$ cat src/rtl/xs3_seq_ctrl.sv
`timescale 1ns/1ps
// xs3_seq_ctrl
// Converts an NDIG-digit packed BCD word to packed excess-3 by time-sharing
// one external single-digit XS3 converter. Digits are fed least-significant
// first, one per clock, and each combinational result is captured into the
// output word. Digits above 9 are still converted, and they raise out_err.
//
// Ports
//   clk        system clock, rising edge
//   rst_n      asynchronous active-low reset
//   in_valid   producer has a word on in_bcd
//   in_ready   block is idle and will take a word
//   in_bcd     packed BCD input, digit 0 in [3:0]
//   cv_bin     digit presented to the shared converter
//   cv_xs3     converter result, combinational from cv_bin
//   out_valid  out_xs3/out_err hold a finished result
//   out_ready  consumer takes the result
//   out_xs3    packed XS3 result, digit 0 in [3:0]
//   out_err    at least one input digit was greater than 9
//   busy       sequencer is not idle
module xs3_seq_ctrl #(
  parameter int NDIG = 4
) (
  input  logic              clk,
  input  logic              rst_n,
  input  logic              in_valid,
  output logic              in_ready,
  input  logic [4*NDIG-1:0] in_bcd,
  output logic [3:0]        cv_bin,
  input  logic [3:0]        cv_xs3,
  output logic              out_valid,
  input  logic              out_ready,
  output logic [4*NDIG-1:0] out_xs3,
  output logic              out_err,
  output logic              busy
);

  localparam int            CW   = (NDIG > 1) ? $clog2(NDIG) : 1;
  localparam logic [CW-1:0] LAST = CW'(NDIG - 1);

  typedef enum logic [1:0] {
    IDLE = 2'd0,
    CONV = 2'd1,
    DONE = 2'd2
  } state_t;

  state_t            state;
  state_t            state_nxt;
  logic [CW-1:0]     cnt;
  logic [4*NDIG-1:0] hold;
  logic              err;
  logic [3:0]        cur_dig;
  logic              accept;

  function automatic logic digit_illegal(input logic [3:0] d);
    return (d > 4'd9);
  endfunction

  // Current digit of the holding register selected by the counter.
  always_comb begin
    cur_dig = '0;
    for (int i = 0; i < NDIG; i++) begin
      if (cnt == CW'(i)) cur_dig = hold[i*4 +: 4];
    end
  end

  assign accept = in_valid && (state == IDLE);

  // State register
  always_ff @(posedge clk or negedge rst_n) begin
    if (!rst_n) state <= IDLE;
    else        state <= state_nxt;
  end

  // Next-state logic
  always_comb begin
    state_nxt = state;
    case (state)
      IDLE:    if (in_valid)    state_nxt = CONV;
      CONV:    if (cnt == LAST) state_nxt = DONE;
      DONE:    if (out_ready)   state_nxt = IDLE;
      default:                  state_nxt = IDLE;
    endcase
  end

  // Datapath: capture word, step the counter, collect converter results.
  // The counter stops at LAST; the next acceptance clears it.
  always_ff @(posedge clk or negedge rst_n) begin
    if (!rst_n) begin
      hold    <= '0;
      cnt     <= '0;
      err     <= 1'b0;
      out_xs3 <= '0;
    end else if (accept) begin
      hold <= in_bcd;
      cnt  <= '0;
      err  <= 1'b0;
    end else if (state == CONV) begin
      for (int i = 0; i < NDIG; i++) begin
        if (cnt == CW'(i)) out_xs3[i*4 +: 4] <= cv_xs3;
      end
      if (digit_illegal(cur_dig)) err <= 1'b1;
      if (cnt != LAST)            cnt <= cnt + 1'b1;
    end
  end

  // Outputs. The converter sees 0 whenever no conversion is running.
  always_comb begin
    in_ready  = (state == IDLE);
    out_valid = (state == DONE);
    busy      = (state != IDLE);
    cv_bin    = (state == CONV) ? cur_dig : 4'd0;
    out_err   = err;
  end

endmodule

$ cat config.mk
export PLATFORM = sky130hd
export DESIGN_NAME = xs3_seq_ctrl
export DESIGN_NICKNAME = d
export VERILOG_FILES = /design/src/rtl/xs3_seq_ctrl.sv
export SDC_FILE = /design/constraint.sdc
export NUM_CORES = 1
export LEC_CHECK = 0
export BUFFER_PORTS_ARGS = -buffer_cell sky130_fd_sc_hd__buf_2
export CORE_ASPECT_RATIO = 1.25
export CORE_MARGIN = 1
export CORE_UTILIZATION = 51
export CTS_CLUSTER_SIZE = 12
export DETAILED_ROUTE_END_ITERATION = 8
export GPL_TIMING_DRIVEN = 0
export PLACE_DENSITY = 0.79
export SLEW_MARGIN = 40
export SYNTH_ARGS = -nofsm -noshare
export SYNTH_HDL_FRONTEND = slang
export SYNTH_SLANG_ARGS = --single-unit
$ cat constraint.sdc
create_clock -name clk -period 2 [get_ports clk]
set_input_delay 0.3 -clock clk [delete_from_list [all_inputs] [get_ports clk]]
set_output_delay 0.3 -clock clk [all_outputs]
set_load 0.02 [all_outputs]
# Yosys cells after proc, flatten, opt, wreduce, memory -nomap -nowiden
# Cells that the tools add are included.
[word_totals]
reg_bits = 37
mem_bits_ro = 0
latch_bits = 0
in_bits = 24
mem_count = 0
ram_bits = 0
[op_classes]
addsub = 1
n_shift = 0
n_eq_ne = 9
n_bitwise = 1
div = 0
n_mux = 15
magnitude_cmp = 1
multipliers = 0
reduce_logical = 14
[op_table]
columns = ["cell", "n"]
rows = [
  ["4-bit two-way mux", 5],
  ["3-bit AND reduction", 5],
  ["2-bit two-way mux", 6],
  ["2-bit nonzero test", 4],
  ["2-bit == test (second input constant)", 3],
  ["2-bit inequality test (second input constant)", 3],
  ["2-bit case mux with 3 select lines", 1],
  ["2-bit by 1-bit == test with 1-bit output (second input constant)", 2],
  ["4-bit greater-than comparator (second input constant)", 1],
  ["2-bit logical NOT", 2],
  ["2-bit AND reduction", 2],
  ["1-bit two-way mux", 3],
  ["2-bit by 1-bit adder with 2-bit output (second input constant)", 1],
  ["2-bit by 1-bit inequality test with 1-bit output (second input constant)", 1],
  ["1-bit logical AND", 1],
  ["1-bit NOT", 1],
]

# Logic depth before layout (Yosys ltp)
[depth]
depth_word = 9
ltp_mapped = 7
mapped_depth_nobuf = 6

# Worst setup path before layout
# OpenSTA, ideal clock, no wires.
[synth_timing]
path_type = "flip-flop to output port"
startpoint = "register cnt[0]"
endpoint = "output cv_bin[0]"
path_stages_with_launch = 7
n_path_buf = 1
path_slack_ps = 178
required_ps = 1700
arrival_time_ps = 1522
path_cell_list = "dfrtp_1 -> ha_1 -> buf_6 -> nor2b_1 -> a221oi_1 -> a211o_1 -> a21oi_1"
[synth_via]
elab_chain_cells = 6
word_cells_on_any_way = 9
[synth_rtl]
columns = ["element", "line", "rtl"]
rows = [
  ["start: declaration", "49", "logic [CW-1:0] cnt;"],
  ["start signal: assignment", "103", "if (cnt != LAST) cnt <= cnt + 1'b1;"],
  ["2-bit logical NOT", "63", "if (cnt == CW'(i)) cur_dig = hold[i*4 +: 4];"],
  ["4-bit two-way mux (3 in a row)", "63", ""],
  ["4-bit two-way mux *", "63", ""],
  ["4-bit two-way mux *", "112", "cv_bin = (state == CONV) ? cur_dig : 4'd0;"],
  ["end: declaration", "29", "output logic [3:0] cv_bin,"],
]
# Mark *: on every way between the ends. The rest lies on a longest branch, timed or not.

# Final worst setup path
[layout_timing]
startpoint = "register cnt[0]"
endpoint = "output cv_bin[3]"
# The elaborated chain is that of the path after synthesis.

==> out/metrics.json <==
{
  "run_status": {
    "run_status": "finished, violations left",
    "failing_checks": "setup timing"
  },
  "placed_design": {
    "hpwlAfterDp_um": 2480,
    "placement_setup_slack_ns": 0.112,
    "place.port_buffers": 47,
    "dp.cells": 211,
    "placedInstanceArea_um2": 1960,
    "place_congestion": 0.744
  },
  "detailed_routing": {
    "routed-via-count": 1216,
    "drt_pre_antenna_iters": 4,
    "drt-wirelength-per-cell_um": 16.2,
    "vias_per_cell": 5.45,
    "number_of_remaining_drc_errors": 0,
    "initialDrtViolationCount": 19,
    "drt.antenna.violating_nets": 0,
    "routed_wl_um": 3620
  },
  "sta": {
    "hold-worst-slack_ns": 0.144,
    "worst-slew-pin-transition_ns": 0.470,
    "grt_setup_unrepaired": "true",
    "final-setup-viol-count": 4,
    "maxClockFrequency_mhz": 463,
    "skew_ns": 0.00503,
    "final.period_utilization_pct": 108,
    "finalWorstSetupSlack_ns": -0.160,
    "tns_ns": -0.521,
    "max-slew-margin-rel_pct": 68.7,
    "hold_violations": 0,
    "slew_viol_final": 0,
    "finalWorstPathRequiredPeriod_ns": 2.16
  },
  "power": {
    "static_leakage_nw": 1.00,
    "totalPowerFinal_mw": 3.97,
    "power-per-cell-area_nw_per_um2": 1850,
    "ir_drop_mv": 1.18
  },
  "setup_path": {
    "crit_path_cell_trace": "ha_2 > buf_6 > a211oi_2 > o21ai_1 > and3_1 > buf_2",
    "timing.critical_path.slowest_cell_delay_ns": 0.48,
    "critical_path_arrival_ns": 1.86,
    "reg2reg_setup_slack_ns": 0.34,
    "reg2reg_to": "out_err$_DFFE_PN0P_",
    "required_ns": 1.70,
    "slowest_stage": "sky130_fd_sc_hd__dfrtp_2",
    "crit_path_max_fanout": 10,
    "critical_path.reg2reg.startpoint": "cnt[0]$_DFFE_PN0P_",
    "r2r_cells": 7,
    "worst_setup_path_start_kind": "flop",
    "critical_path.endpoint_type": "output port",
    "worst_setup_path_category": "reg2out"
  },
  "floorplanning": {
    "overall_die_area_um2": 3520,
    "die_width_um": 53.3,
    "dieHeight_um": 66.1,
    "top_ports": 48,
    "num_rows": 22,
    "effective_utilization_at_floorplan_pct": 55.4,
    "area_of_the_core_region_um2": 3030
  },
  "cts": {
    "cts.root.buffer_cell": "sky130_fd_sc_hd__clkbuf_4",
    "cts-htree-levels": 2,
    "cts.sink_count": 37,
    "register_clock_pin_slew_on_the_reported_worst_setup_and_hold_paths_ns": 0.10,
    "worst_skew_pair.late_latency_ns": 0.34,
    "cts_buffers": 5,
    "tritoncts": "done",
    "cts-root-to-sink-buffers": 2
  },
  "cells_and_area": {
    "layout.cells.non_filler": 223,
    "multi_input_comb_area_um2": 754,
    "final_common_cell": "sky130_fd_sc_hd__buf_2",
    "final_util_pct": 70.8,
    "drive_gt1_share_pct": 61.0,
    "areaGrowthSynthToFinish_pct": 27.8,
    "regArea_um2": 927,
    "final_net_count": 214,
    "fill_cells": 239,
    "final_cell_mix": "sky130_fd_sc_hd__buf_2 (43), sky130_fd_sc_hd__dfrtp_1 (36), sky130_fd_sc_hd__mux2_2 (31)",
    "finalInstanceArea_um2": 2140,
    "num_antenna_cells": 0
  },
  "yosys": {
    "synth_area_per_cell_um2": 13.1,
    "yosysSeqAreaShare_pct": 55.2,
    "synthesis.instances": 128,
    "yosys.cell_types.count": 28,
    "ys_seq_elements": 37,
    "netlist_area_pre_place_um2": 1680,
    "synthesis.nets": 156,
    "yosysWarnings": 0
  },
  "global_route": {
    "first_global_vias": 1247,
    "grt.total_usage_pct": 23.8,
    "grt_start_max_net_pins": 38,
    "grt_antenna_before_repair": 0,
    "grt_first_pass_wirelength_um": 5770,
    "grt_overflow_total": 0
  },
  "hold_path": {
    "hold_path.startpoint": "out_ready",
    "timing.hold.worst_endpoint": "state[1]$_DFFE_PN0P_",
    "worstHoldPathCells": 2,
    "hold_class": "in2reg"
  },
  "job": {
    "max_cap_viol_count": 0
  }
}
[flip-flops by register name (all words and copies together), names as in the netlist]
| signal | cells |
|---|---|
| out_err | 1 |
| state | 2 |
| hold | 16 |
| out_xs3 | 16 |
| cnt | 2 |
[timing repair]
action	CTS	global route
pin swaps	7	2
setup buffers	5	0
setup endpoints to repair	4	4
resized for setup	22	4
hold buffers	0	1
endpoints found under the hold margin	0	37
[metal layers]
layer | vias to the layer above | track usage (%) | wire length [µm]
li1 | 558 | - | -
met1 | 604 | 25.0 | 1410
met2 | 45 | 42.3 | 1920
met3 | 9 | 8.51 | 226
met4 | 0 | 8.55 | 67
met5 | - | 0 | 0
[cell usage after synthesis]
| cell type | number | area share (%) |
|---|---|---|
| sky130_fd_sc_hd__and2_4 | 1 | 0.52 |
| sky130_fd_sc_hd__nand2_1 | 10 | 2.2 |
| sky130_fd_sc_hd__dfrtp_1 | 37 | 55 |
| sky130_fd_sc_hd__and2b_4 | 1 | 0.60 |
| sky130_fd_sc_hd__and3_1 | 1 | 0.37 |
| sky130_fd_sc_hd__a21oi_1 | 1 | 0.30 |
| sky130_fd_sc_hd__o21ai_1 | 2 | 0.60 |
| sky130_fd_sc_hd__nor2_2 | 2 | 0.75 |
| sky130_fd_sc_hd__and2_1 | 2 | 0.75 |
| sky130_fd_sc_hd__nor3b_1 | 2 | 0.90 |
| sky130_fd_sc_hd__nand2b_1 | 1 | 0.37 |
| sky130_fd_sc_hd__ha_1 | 4 | 3.0 |
| sky130_fd_sc_hd__clkbuf_8 | 1 | 0.82 |
| sky130_fd_sc_hd__nand3b_1 | 2 | 0.90 |
| sky130_fd_sc_hd__a221oi_2 | 1 | 0.90 |
| sky130_fd_sc_hd__nor2b_1 | 3 | 1.1 |
| sky130_fd_sc_hd__buf_6 | 2 | 1.3 |
| sky130_fd_sc_hd__o21ai_0 | 5 | 1.5 |
| sky130_fd_sc_hd__inv_1 | 8 | 1.8 |
| sky130_fd_sc_hd__a211o_1 | 1 | 0.52 |
| sky130_fd_sc_hd__or2b_1 | 1 | 0.45 |
| sky130_fd_sc_hd__o2111ai_1 | 1 | 0.52 |
| sky130_fd_sc_hd__buf_4 | 1 | 0.45 |
| sky130_fd_sc_hd__a211oi_1 | 4 | 1.8 |
| sky130_fd_sc_hd__nor2_4 | 1 | 0.67 |
| sky130_fd_sc_hd__a221oi_1 | 1 | 0.52 |
| sky130_fd_sc_hd__buf_2 | 1 | 0.30 |
| sky130_fd_sc_hd__mux2_2 | 31 | 21 |
[final cells by class]
type	count	area share, %
Clock buffer	6	1.93
Inverter	8	1.52
Sequential cell	37	43.3
Clock inverter	2	0.467
Multi-Input combinational cell	78	35.2
Buffer	3	1.69
Timing Repair Buffer	53	13.8
Tap cell	36	2.10
[critical path: cells and delay by family, from the launching register on]
kind	cells	cell delay (ns)
flops	1	0.48
fa+ha+maj	1	0.23
simple gates	1	0.18
compound gates	2	0.33
buf+inv	2	0.30
[report_power, final]
| group | internal (mW) | switching (mW) |
|---|---|---|
| clock network | 0.134 | 0.243 |
| registers | 1.14 | 0.237 |
| logic | 1.08 | 1.14 |
| total | 2.35 | 1.62 |
[how the worst max path moves through the flow]
| stage | startpoint | to | cells after the start |
|---|---|---|---|
| 2_1_floorplan | cnt[0]$_DFFE_PN0P_ | cv_bin[0] | 6 |
| 3_3_place_gp | cnt[0]$_DFFE_PN0P_ | cv_bin[0] | 7 |
| 3_5_place_dp | cnt[1]$_DFFE_PN0P_ | cv_bin[0] | 7 |
| 4_1_cts | cnt[0]$_DFFE_PN0P_ | cv_bin[0] | 7 |
| 5_1_grt | cnt[0]$_DFFE_PN0P_ | cv_bin[1] | 6 |
| 6_report | cnt[0]$_DFFE_PN0P_ | cv_bin[3] | 6 |
[logic make-up (layout without fill, tap and decap cells)]
kind of cell,after synthesis,in the layout,share of synthesized area [%]
and+or+nand+nor,27,27,9.63
AOI/OAI and AO/OA,16,16,6.64
adders and majority gates,4,4,2.99
buffers and inverters,13,72,4.70
muxes,31,31,20.8
DFF,37,37,55.2
No activity file was read; power rests on OpenSTA's default activity.
